--- src/rtl/fconvi_mod.sv ---
// fconvi_mod: floating-point to 64-bit integer converter (three-stage pipeline).
//
// Converts one single, double or extended operand per advancing cycle into a
// 65-bit integer (bit 64 is a sign copy for signed results, 0 for unsigned).
// Truncates toward zero and saturates on overflow. The operand type encoding
// used on typ is 0 = single, 1 = double, 2 = extended; 3 is undefined and
// produces res 0 with no flags.
//
// Ports:
//   clk    clock
//   rst    asynchronous active-low reset
//   en     operand valid this cycle
//   clkEn  pipeline advance; 0 holds every stage and output
//   A      unpacked operand (single A[31:0], double A[63:0], extended A[79:0])
//   typ    operand type
//   isS    1 = signed int64 result, 0 = unsigned uint64 result
//   res    integer result
//   rdy    res/flg valid (en delayed LAT advancing cycles)
//   flg    {invalid, inexact}
//   alt    en registered for one advancing cycle
module fconvi_mod #(
  parameter logic [15:0] BIAS_EXT = 16'h3fff,
  parameter int unsigned LAT      = 3
) (
  input  logic        clk,
  input  logic        rst,
  input  logic        en,
  input  logic        clkEn,
  input  logic [81:0] A,
  input  logic [1:0]  typ,
  input  logic        isS,
  output logic [64:0] res,
  output logic        rdy,
  output logic [1:0]  flg,
  output logic        alt
);

  localparam logic [1:0]  PTYPE_SNGL = 2'd0;
  localparam logic [1:0]  PTYPE_DBL  = 2'd1;
  localparam logic [1:0]  PTYPE_EXT  = 2'd2;

  localparam logic [64:0] RES_SMAX = {1'b0, 1'b0, {63{1'b1}}};
  localparam logic [64:0] RES_SMIN = {1'b1, 1'b1, 63'd0};
  localparam logic [64:0] RES_UMAX = {1'b0, {64{1'b1}}};
  localparam logic [63:0] M_TOP    = {1'b1, 63'd0};

  logic unused_a;
  assign unused_a = ^A[81:80];

  // Leading-zero count; only extended operands (explicit integer bit) can be unnormal.
  function automatic logic [5:0] lzc64(input logic [63:0] v);
    logic [5:0] n;
    n = 6'd0;
    for (int i = 0; i < 64; i++) begin
      if (v[i]) n = 6'(63 - i);
    end
    return n;
  endfunction

  // ---------------------------------------------------------------------------
  // Stage 1: unpack, classify, normalise
  // ---------------------------------------------------------------------------
  logic               sign_c, exp_zero, exp_ones, frac_nz, mant_nz, is_ext, typ_ok;
  logic [63:0]        m_raw, m_norm;
  logic signed [17:0] e_raw, e_norm;
  logic [5:0]         lz;
  logic               zero_c, den_c, inf_c, nan_c;
  logic               ge63_c, ge64_c, neg_c;
  logic [5:0]         sh_c;

  always_comb begin
    sign_c   = 1'b0;
    exp_zero = 1'b0;
    exp_ones = 1'b0;
    frac_nz  = 1'b0;
    mant_nz  = 1'b0;
    is_ext   = 1'b0;
    typ_ok   = 1'b1;
    m_raw    = 64'd0;
    e_raw    = 18'sd0;
    case (typ)
      PTYPE_SNGL: begin
        sign_c   = A[31];
        exp_zero = (A[30:23] == 8'd0);
        exp_ones = &A[30:23];
        frac_nz  = |A[22:0];
        mant_nz  = frac_nz;
        m_raw    = {1'b1, A[22:0], 40'd0};
        e_raw    = $signed({10'd0, A[30:23]} - 18'd127);
      end
      PTYPE_DBL: begin
        sign_c   = A[63];
        exp_zero = (A[62:52] == 11'd0);
        exp_ones = &A[62:52];
        frac_nz  = |A[51:0];
        mant_nz  = frac_nz;
        m_raw    = {1'b1, A[51:0], 11'd0};
        e_raw    = $signed({7'd0, A[62:52]} - 18'd1023);
      end
      PTYPE_EXT: begin
        is_ext   = 1'b1;
        sign_c   = A[79];
        exp_zero = (A[78:64] == 15'd0);
        exp_ones = &A[78:64];
        frac_nz  = |A[62:0];
        mant_nz  = |A[63:0];
        m_raw    = A[63:0];
        e_raw    = $signed({3'd0, A[78:64]} - {2'd0, BIAS_EXT});
      end
      default: typ_ok = 1'b0;
    endcase

    // Extended pseudo-zero (non-zero exponent, zero mantissa) is treated as zero.
    zero_c = !exp_ones && !mant_nz && (exp_zero || is_ext);
    den_c  = exp_zero && mant_nz;
    inf_c  = exp_ones && !frac_nz;
    nan_c  = exp_ones && frac_nz;

    lz     = lzc64(m_raw);
    m_norm = m_raw << lz;
    e_norm = e_raw - $signed({12'd0, lz});

    ge63_c = (e_norm >= 18'sd63);
    ge64_c = (e_norm >= 18'sd64);
    neg_c  = e_norm[17];
    // Right-shift count 63 - E, only meaningful for 0 <= E <= 62.
    sh_c   = (!neg_c && !ge63_c) ? ~e_norm[5:0] : 6'd0;
  end

  logic [LAT-1:0] vld_q;
  logic           alt_q;
  logic           s1_typ_ok, s1_sign, s1_iss, s1_zero, s1_den, s1_inf, s1_nan;
  logic           s1_ge63, s1_ge64, s1_neg;
  logic [63:0]    s1_m;
  logic [5:0]     s1_sh;

  // ---------------------------------------------------------------------------
  // Stage 2: coarse byte shift with sticky collection
  // ---------------------------------------------------------------------------
  logic [5:0]  coarse_amt;
  logic [63:0] m2_c;
  logic        sticky2_c;

  always_comb begin
    coarse_amt = {s1_sh[5:3], 3'b000};
    if (s1_neg) begin
      m2_c      = 64'd0;
      sticky2_c = |s1_m;
    end else begin
      m2_c      = s1_m >> coarse_amt;
      sticky2_c = |(s1_m & ((64'd1 << coarse_amt) - 64'd1));
    end
  end

  logic        s2_typ_ok, s2_sign, s2_iss, s2_zero, s2_den, s2_inf, s2_nan;
  logic        s2_ge63, s2_ge64, s2_neg, s2_sticky;
  logic [63:0] s2_m;
  logic [2:0]  s2_fine;

  // ---------------------------------------------------------------------------
  // Stage 3: fine shift, negate, saturate and special-case
  // ---------------------------------------------------------------------------
  logic [63:0] mag, mag_neg;
  logic        sticky3;
  logic [64:0] res_d;
  logic        inv_d, inx_d;

  always_comb begin
    mag     = s2_m >> s2_fine;
    sticky3 = s2_sticky | (|(s2_m & ((64'd1 << s2_fine) - 64'd1)));
    mag_neg = ~mag + 64'd1;
    res_d   = 65'd0;
    inv_d   = 1'b0;
    inx_d   = 1'b0;
    if (s2_typ_ok) begin
      if (s2_nan) begin
        res_d = s2_iss ? RES_SMIN : RES_UMAX;
        inv_d = 1'b1;
      end else if (s2_zero) begin
        res_d = 65'd0;
      end else if (s2_den) begin
        inx_d = 1'b1;
      end else if (s2_iss) begin
        if (s2_inf || s2_ge63) begin
          if (s2_sign) begin
            res_d = RES_SMIN;
            // -2^63 is the one representable value at E = 63.
            inv_d = s2_inf || s2_ge64 || (s2_m != M_TOP);
          end else begin
            res_d = RES_SMAX;
            inv_d = 1'b1;
          end
        end else begin
          res_d = s2_sign ? {mag_neg[63], mag_neg} : {1'b0, mag};
          inx_d = sticky3;
        end
      end else if (s2_sign) begin
        // Negative to unsigned: anything with magnitude >= 1 is out of range.
        if (s2_inf || !s2_neg) inv_d = 1'b1;
        else                   inx_d = sticky3;
      end else if (s2_inf || s2_ge64) begin
        res_d = RES_UMAX;
        inv_d = 1'b1;
      end else begin
        res_d = {1'b0, mag};
        inx_d = sticky3;
      end
    end
  end

  // ---------------------------------------------------------------------------
  // Pipeline registers
  // ---------------------------------------------------------------------------
  always_ff @(posedge clk or negedge rst) begin
    if (!rst) begin
      vld_q     <= '0;
      alt_q     <= 1'b0;
      s1_typ_ok <= 1'b0;
      s1_sign   <= 1'b0;
      s1_iss    <= 1'b0;
      s1_zero   <= 1'b0;
      s1_den    <= 1'b0;
      s1_inf    <= 1'b0;
      s1_nan    <= 1'b0;
      s1_ge63   <= 1'b0;
      s1_ge64   <= 1'b0;
      s1_neg    <= 1'b0;
      s1_m      <= 64'd0;
      s1_sh     <= 6'd0;
      s2_typ_ok <= 1'b0;
      s2_sign   <= 1'b0;
      s2_iss    <= 1'b0;
      s2_zero   <= 1'b0;
      s2_den    <= 1'b0;
      s2_inf    <= 1'b0;
      s2_nan    <= 1'b0;
      s2_ge63   <= 1'b0;
      s2_ge64   <= 1'b0;
      s2_neg    <= 1'b0;
      s2_sticky <= 1'b0;
      s2_m      <= 64'd0;
      s2_fine   <= 3'd0;
      res       <= 65'd0;
      flg       <= 2'b00;
    end else if (clkEn) begin
      vld_q     <= {vld_q[LAT-2:0], en};
      alt_q     <= en;
      s1_typ_ok <= typ_ok;
      s1_sign   <= sign_c;
      s1_iss    <= isS;
      s1_zero   <= zero_c;
      s1_den    <= den_c;
      s1_inf    <= inf_c;
      s1_nan    <= nan_c;
      s1_ge63   <= ge63_c;
      s1_ge64   <= ge64_c;
      s1_neg    <= neg_c;
      s1_m      <= m_norm;
      s1_sh     <= sh_c;
      s2_typ_ok <= s1_typ_ok;
      s2_sign   <= s1_sign;
      s2_iss    <= s1_iss;
      s2_zero   <= s1_zero;
      s2_den    <= s1_den;
      s2_inf    <= s1_inf;
      s2_nan    <= s1_nan;
      s2_ge63   <= s1_ge63;
      s2_ge64   <= s1_ge64;
      s2_neg    <= s1_neg;
      s2_sticky <= sticky2_c;
      s2_m      <= m2_c;
      s2_fine   <= s1_sh[2:0];
      res       <= res_d;
      flg       <= {inv_d, inv_d ? 1'b0 : inx_d};
    end
  end

  assign rdy = vld_q[LAT-1];
  assign alt = alt_q;

endmodule

--- config.mk ---
export PLATFORM = sky130hd
export DESIGN_NAME = fconvi_mod
export DESIGN_NICKNAME = d
export VERILOG_FILES = /design/src/rtl/fconvi_mod.sv
export SDC_FILE = /design/constraint.sdc
export NUM_CORES = 1
export LEC_CHECK = 0
export ABC_AREA = 1
export CORE_ASPECT_RATIO = 0.6
export CORE_MARGIN = 2
export CORE_UTILIZATION = 55
export DETAILED_ROUTE_END_ITERATION = 10
export PLACE_DENSITY = 0.82
export SLEW_MARGIN = 5
export SYNTH_ARGS = -nofsm -noshare
export SYNTH_HDL_FRONTEND = slang
export SYNTH_SLANG_ARGS = --single-unit
--- constraint.sdc ---
create_clock -name clk -period 7.5 [get_ports clk]
set_input_delay 1.5 -clock clk [delete_from_list [all_inputs] [get_ports clk]]
set_output_delay 1.5 -clock clk [all_outputs]
set_load 0.03 [all_outputs]
-- Word level (Yosys, flattened, before mapping)
Cells that the tools add are included.
W data, S select, Z words.
- add/sub/neg operators: 7
- order comparisons: 2
- eq/ne operators: 3
- shifts and indexed selects: 5
- muxes and demuxes: 107
- bitwise gates (word level): 5
- reductions and logical operators: 32
- operators with widths (kind ; count):
    $mux W65 ; 9
    $mux W6 ; 65
    $reduce_or A64 Y1 ; 4
    $mux W64 ; 3
    $pmux W64 S3 ; 1
    $and A64 B64 Y64 ; 2
    $sub A64 B1 Y64 const B ; 2
    $add A64 B1 Y64 const B ; 1
    $ne A64 B64 Y1 const B ; 1
    $not A64 Y64 ; 1
    $shl A1 B3 Y64 const A ; 1
    $shl A1 B6 Y64 const A ; 1
    $shl A64 B6 Y64 ; 1
    $shr A64 B3 Y64 ; 1
    $shr A64 B6 Y64 ; 1
    $reduce_or A63 Y1 ; 1
    $pmux W18 S3 ; 1
    $reduce_or A52 Y1 ; 1
    $mux W1 ; 23
    $reduce_or A23 Y1 ; 1
    $ge A18 B7 Y1 const B ; 1
    $ge A18 B8 Y1 const B ; 1
    $sub A18 B7 Y18 ; 1
    $sub A15 B14 Y16 const B ; 1
    18 further kinds ; 36
- flip-flop bits (word level): 229
- input bits: 89
- output and inout port bits: 69
- logic and storage cells: 190

-- Longest topological paths before layout
- depth after elaboration: 71
- mapped depth: 87
- gate-level depth less buffers: 84

-- Worst setup path before layout
No wires, ideal clock.
- path kind: input -> register
- from: in typ[1]
- to: reg s1_sh[2]
- arrival time: 7541 ps
- data required time: 7371 ps
- path slack: -169 ps
- cell stages on the path: 52
- buffers on the path: 6
- cell sequence: buf_4 -> inv_2 -> nor2_2 -> inv_1 -> buf_2 -> buf_2 -> buf_2 -> buf_2 -> nor2_1 -> nor2_1 -> o311ai_0 -> a311oi_1 -> o31ai_1 -> nand2_1 -> nand2_1 -> nand2_1 -> nand2_1 -> nand2_1 -> (+16 left out) -> clkbuf_1 -> ha_1 -> nand3_1 -> nand2_1 -> a21oi_1 -> o21ai_0 -> nand2_1 -> nand3_1 -> nor2_1 -> inv_1 -> nand2_1 -> nand4_1 -> o21ai_0 -> o2111ai_1 -> or4_1 -> or4_1 -> nand3_1 -> o21ai_0
- word-level cells in the longest chain between the ends: 71
- elaborated cells between the ends (all ways): 76
- those cells by class: 1 x add/sub; 1 x order compare; 2 x eq/ne; 67 x mux; 1 x bitwise; 4 x reduce/logical
- RTL lines (item ; line ; RTL):
    start: declaration ; 30 ; input logic [1:0] typ,
    $eq A2 B2 Y1 (tied with other cells) ; 81 ; case (typ)
    $pmux W64 S3 ; 81 ;
    $mux W6 (64 in a row) ; 55 ; if (v[i]) n = 6'(63 - i);
    $sub A18 B7 Y18 * ; 121 ; e_norm = e_raw - $signed({12'd0, lz});
    $ge A18 B7 Y1 ; 123 ; ge63_c = (e_norm >= 18'sd63);
    $logic_not A1 Y1 ; 127 ; sh_c = (!neg_c && !ge63_c) ? ~e_norm[5:0] : 6'd0;
    $logic_and A1 B1 Y1 ; 127 ;
    $mux W6 * ; 127 ;
    end signal: assignment ; 229 ; s1_sh <= 6'd0;
    end signal: assignment ; 259 ; s1_sh <= sh_c;
    end: declaration ; 135 ; logic [5:0] s1_sh;
Every way passes the cells marked *; elsewhere a longest branch is shown, timed or not.
A chain may end at the register's enable or synchronous reset.

-- Worst setup path in the final report
- from: in A[11]
- to: reg s1_sh[4]
- word-level cells in the longest chain between the ends: 59
- elaborated cells between the ends (all ways): 61
- those cells by class: 1 x add/sub; 1 x order compare; 55 x mux; 1 x bitwise; 3 x reduce/logical
- RTL lines (item ; line ; RTL):
    start: declaration ; 29 ; input logic [81:0] A,
    $pmux W64 S3 * ; 81 ;
    $mux W6 (40 in a row) ; 55 ;
    $mux W6 * (13 in a row) ; 55 ;
    $sub A18 B7 Y18 * ; 121 ;
    $ge A18 B7 Y1 ; 123 ;
    $logic_not A1 Y1 ; 127 ;
    $logic_and A1 B1 Y1 ; 127 ;
    $mux W6 * ; 127 ;
Marks and branches as above.

==> impl_metrics.toml <==
[logic_synthesis]
synth_fp_nets = 3800
synth_area_um2 = 22400
async_flop_share = 1.00
synth_edf_count = 0
synth.avg_cell_area_um2 = 6.06
synth.distinct_cells = 57
syn_inst = 3694
synth-seq-area-share = 0.255
synth-seq-cells = 228
ys_warn_count = 0
synth_flop_cell = "dfrtp_1"

[setup_path]
endpoint_kind = "register"
crit_slowest_cell = "clkdlybuf4s50_1"
setup.worst_path.class = "in2reg"
r2r_slack_ns = 0.99
start_kind = "primary input"
slowest_delay_ns = 0.46
crit_top_cell = "nand2_1"
path_max_fanout = 6
rr_worst_depth = 29
path_buf_inv = 5
path_depth = 74
critical_path.top_delay_family = "simple AND/OR/NAND/NOR gates"
cp.arrival_ns = 7.82
required_ns = 7.89

[timing]
hold_violations = 0
report.final.slew_viol_count = 0
rsz0062_at_grt = "yes"
fin_skew_ns = 0.0187
layout_setup_ws_ns = 0.0684
relSlewSlack = 0.122
max_freq_mhz = 135
fin_crit_ns = 7.43
setup_viol = 0
period_share = 0.991
worst_slew_pin_slew_ns = 1.30

[floorplan]
die_area_um2 = 42400
die_h_um = 160
ios = 158
rows = 57
start_util = 0.555
fp.dieW_um = 264
core_um2 = 40300

[global_route]
grt_start_max_net_pins = 114
antenna_found_initial = 0
overflow = 0
grt_use_total = 0.448
grt_pass1_vias = 24635
grt_pass1_wl_um = 148000

[place]
dp_slack_ns = -1.03
place.gp.congestion = 1.08
io_buffers = 155
dp_hpwl_um = 76000

[detailed_routing]
ant_nets = 0
vias_per_cell = 6.48
vias = 28253
drc = 0
wire_per_inst_um = 22.4
drt_iter0_drc = 5247
drt_pass1_iterations = 9
routed_wl_um = 97700

[finish]
fin_nets = 3918
syn_to_final_growth_pct = 15.7
drive_above_1_share = 0.0825

[run_status]
status = "finished clean"

[clock_network]
cts.hold.buffers_added = 0
clk_latency_ns = 0.54
root_buffer = "clkbuf_16"
cts.sinks = 228
cts_made_buffers = 23
h-tree-depth = 1
cts_tree = "built"
clockBufferDepth = 3
worst_setup_hold_path_clk_slew_ns = 0.06

[power_and_ir_drop]
powerDensity_nw_per_um2 = 256
leakagePower_nw = 12.2
peakVddDrop_mv = 0.226
power_w = 0.00663

[run]
cap_violations = 0

[hold_path]
hold_path_class = "reg2reg"
whs_path_depth = 1
==> Yosys cell counts (all sizes together), types with 3 or more instances <==
cell type    n  area [um^2]
o31ai        4         30.0
o2111ai      4         35.0
o22ai      102          638
clkinv       5         18.8
or2         19          119
nor2       256          973
xnor2       10         87.6
a22oi       22          165
a221oi       3         26.3
or3          3         18.8
a21oi      133          669
o21bai       7         52.6
nand4       53          332
dfrtp      228         5710
mux2i       77          771
nand2      800         3030
nor4        35          219
a22o         3         26.3
o221ai      26          228
nand3      672         3360
o211ai      13         97.6
nand3b      10         75.1
o311ai      14          123
a32o         3         30.0
nor3        41          205
inv        399         1500
buf         76          353
o21ai      438         2190
a31oi        8         50.1
or4          6         45.0
xor2        21          184
ha          16          200
a21o         4         30.0
clkbuf     165          619
==> sequential cells by signal, indices dropped and copies added (netlist names), 2 cells and up <==
register  count
vld_q         3
s1_sh         6
s2_m         64
s1_m         64
flg           2
res          65
s2_fine       3
==> worst paths after layout <==
path / endpoint / from
worst max-delay path: s1_sh[4]$_DFFE_PN0P_ / A[11]
worst min-delay path: res[43]$_DFFE_PN0P_ / res[43]$_DFFE_PN0P_
worst max register to register: res[63]$_DFFE_PN0P_ / s2_fine[0]$_DFFE_PN0P_
worst min register to register: res[43]$_DFFE_PN0P_ / res[43]$_DFFE_PN0P_
max in group asynchronous: s1_m[59]$_DFFE_PN0P_ / rst
min in group asynchronous: res[26]$_DFFE_PN0P_ / rst
==> routing by layer <==
| metal | vias up | track usage | share of wire |
|---|---|---|---|
| met5 | - | 0.0214 | 0.0012 |
| met4 | 2 | 0.0573 | 0.015 |
| met3 | 146 | 0.225 | 0.19 |
| met2 | 2173 | 0.517 | 0.34 |
| met1 | 13055 | 0.716 | 0.46 |
| li1 | 12877 | - | - |
==> cell families after synthesis <==
group | share of synthesized area
AND/OR/NAND/NOR | 0.375
AO/OA/AOI/OAI | 0.202
buffers and inverters | 0.111
flip-flops | 0.255
multiplexers | 0.0345
XOR/XNOR | 0.0121
adder cells (fa/ha/maj) | 0.00984
==> per-stage QoR <==
step           instance area [um^2]  instances  utilization  hold WS [ns]  TNS, ns
2_1_floorplan                 22400       3694            -         0.442        0
3_3_place_gp                  25000       4311        0.619         0.459    -7.38
3_5_place_dp                  25000       4311        0.619         0.467    -7.88
4_1_cts                       25800       4356        0.640         0.483        0
5_1_grt                       25900       4359        0.642         0.500    -4.23
6_report                      25900       4360        0.642         0.482        0
==> layout by cell type, fill, tap and decap left out, types with 97 or more instances in the layout <==
| cell type | synthesis | final |
|---|---|---|
| nand2_1 | 792 | 785 |
| nand3_1 | 672 | 668 |
| o21ai_0 | 420 | 417 |
| inv_1 | 389 | 375 |
| nor2_1 | 253 | 248 |
| dfrtp_1 | 228 | 224 |
| buf_4 | 2 | 178 |
| clkdlybuf4s50_1 | 0 | 145 |
| a21oi_1 | 132 | 130 |
| o22ai_1 | 102 | 97 |
==> timing repair <==
| action | in CTS | in global routing |
|---|---|---|
| buffers inserted | 4 | 4 |
| pin swaps | 19 | 24 |
| resized for setup | 42 | 31 |
| hold endpoints to repair | 0 | 0 |
| setup endpoints to repair | 8 | 8 |
==> power by group <==
part / leakage, nW / total [W] / internal, W / switching, W
Sequential: 2.97 / 0.00170 / 0.00146 / 0.000232
Clock: 0.340 / 0.00117 / 0.000623 / 0.000543
Combinational: 8.86 / 0.00376 / 0.00117 / 0.00260
==> area by class of cell <==
type | count | area [um^2]
multi-input cells | 2821 | 14300
clock buffers | 27 | 611
flip-flops and latches | 228 | 5710
clock inverters | 14 | 120
well taps | 531 | 664
repair buffers | 334 | 2910
diodes | 1 | 2.50
inverters | 404 | 1530
fillers | 3868 | 14400
(Power assumes the default switching activity.)
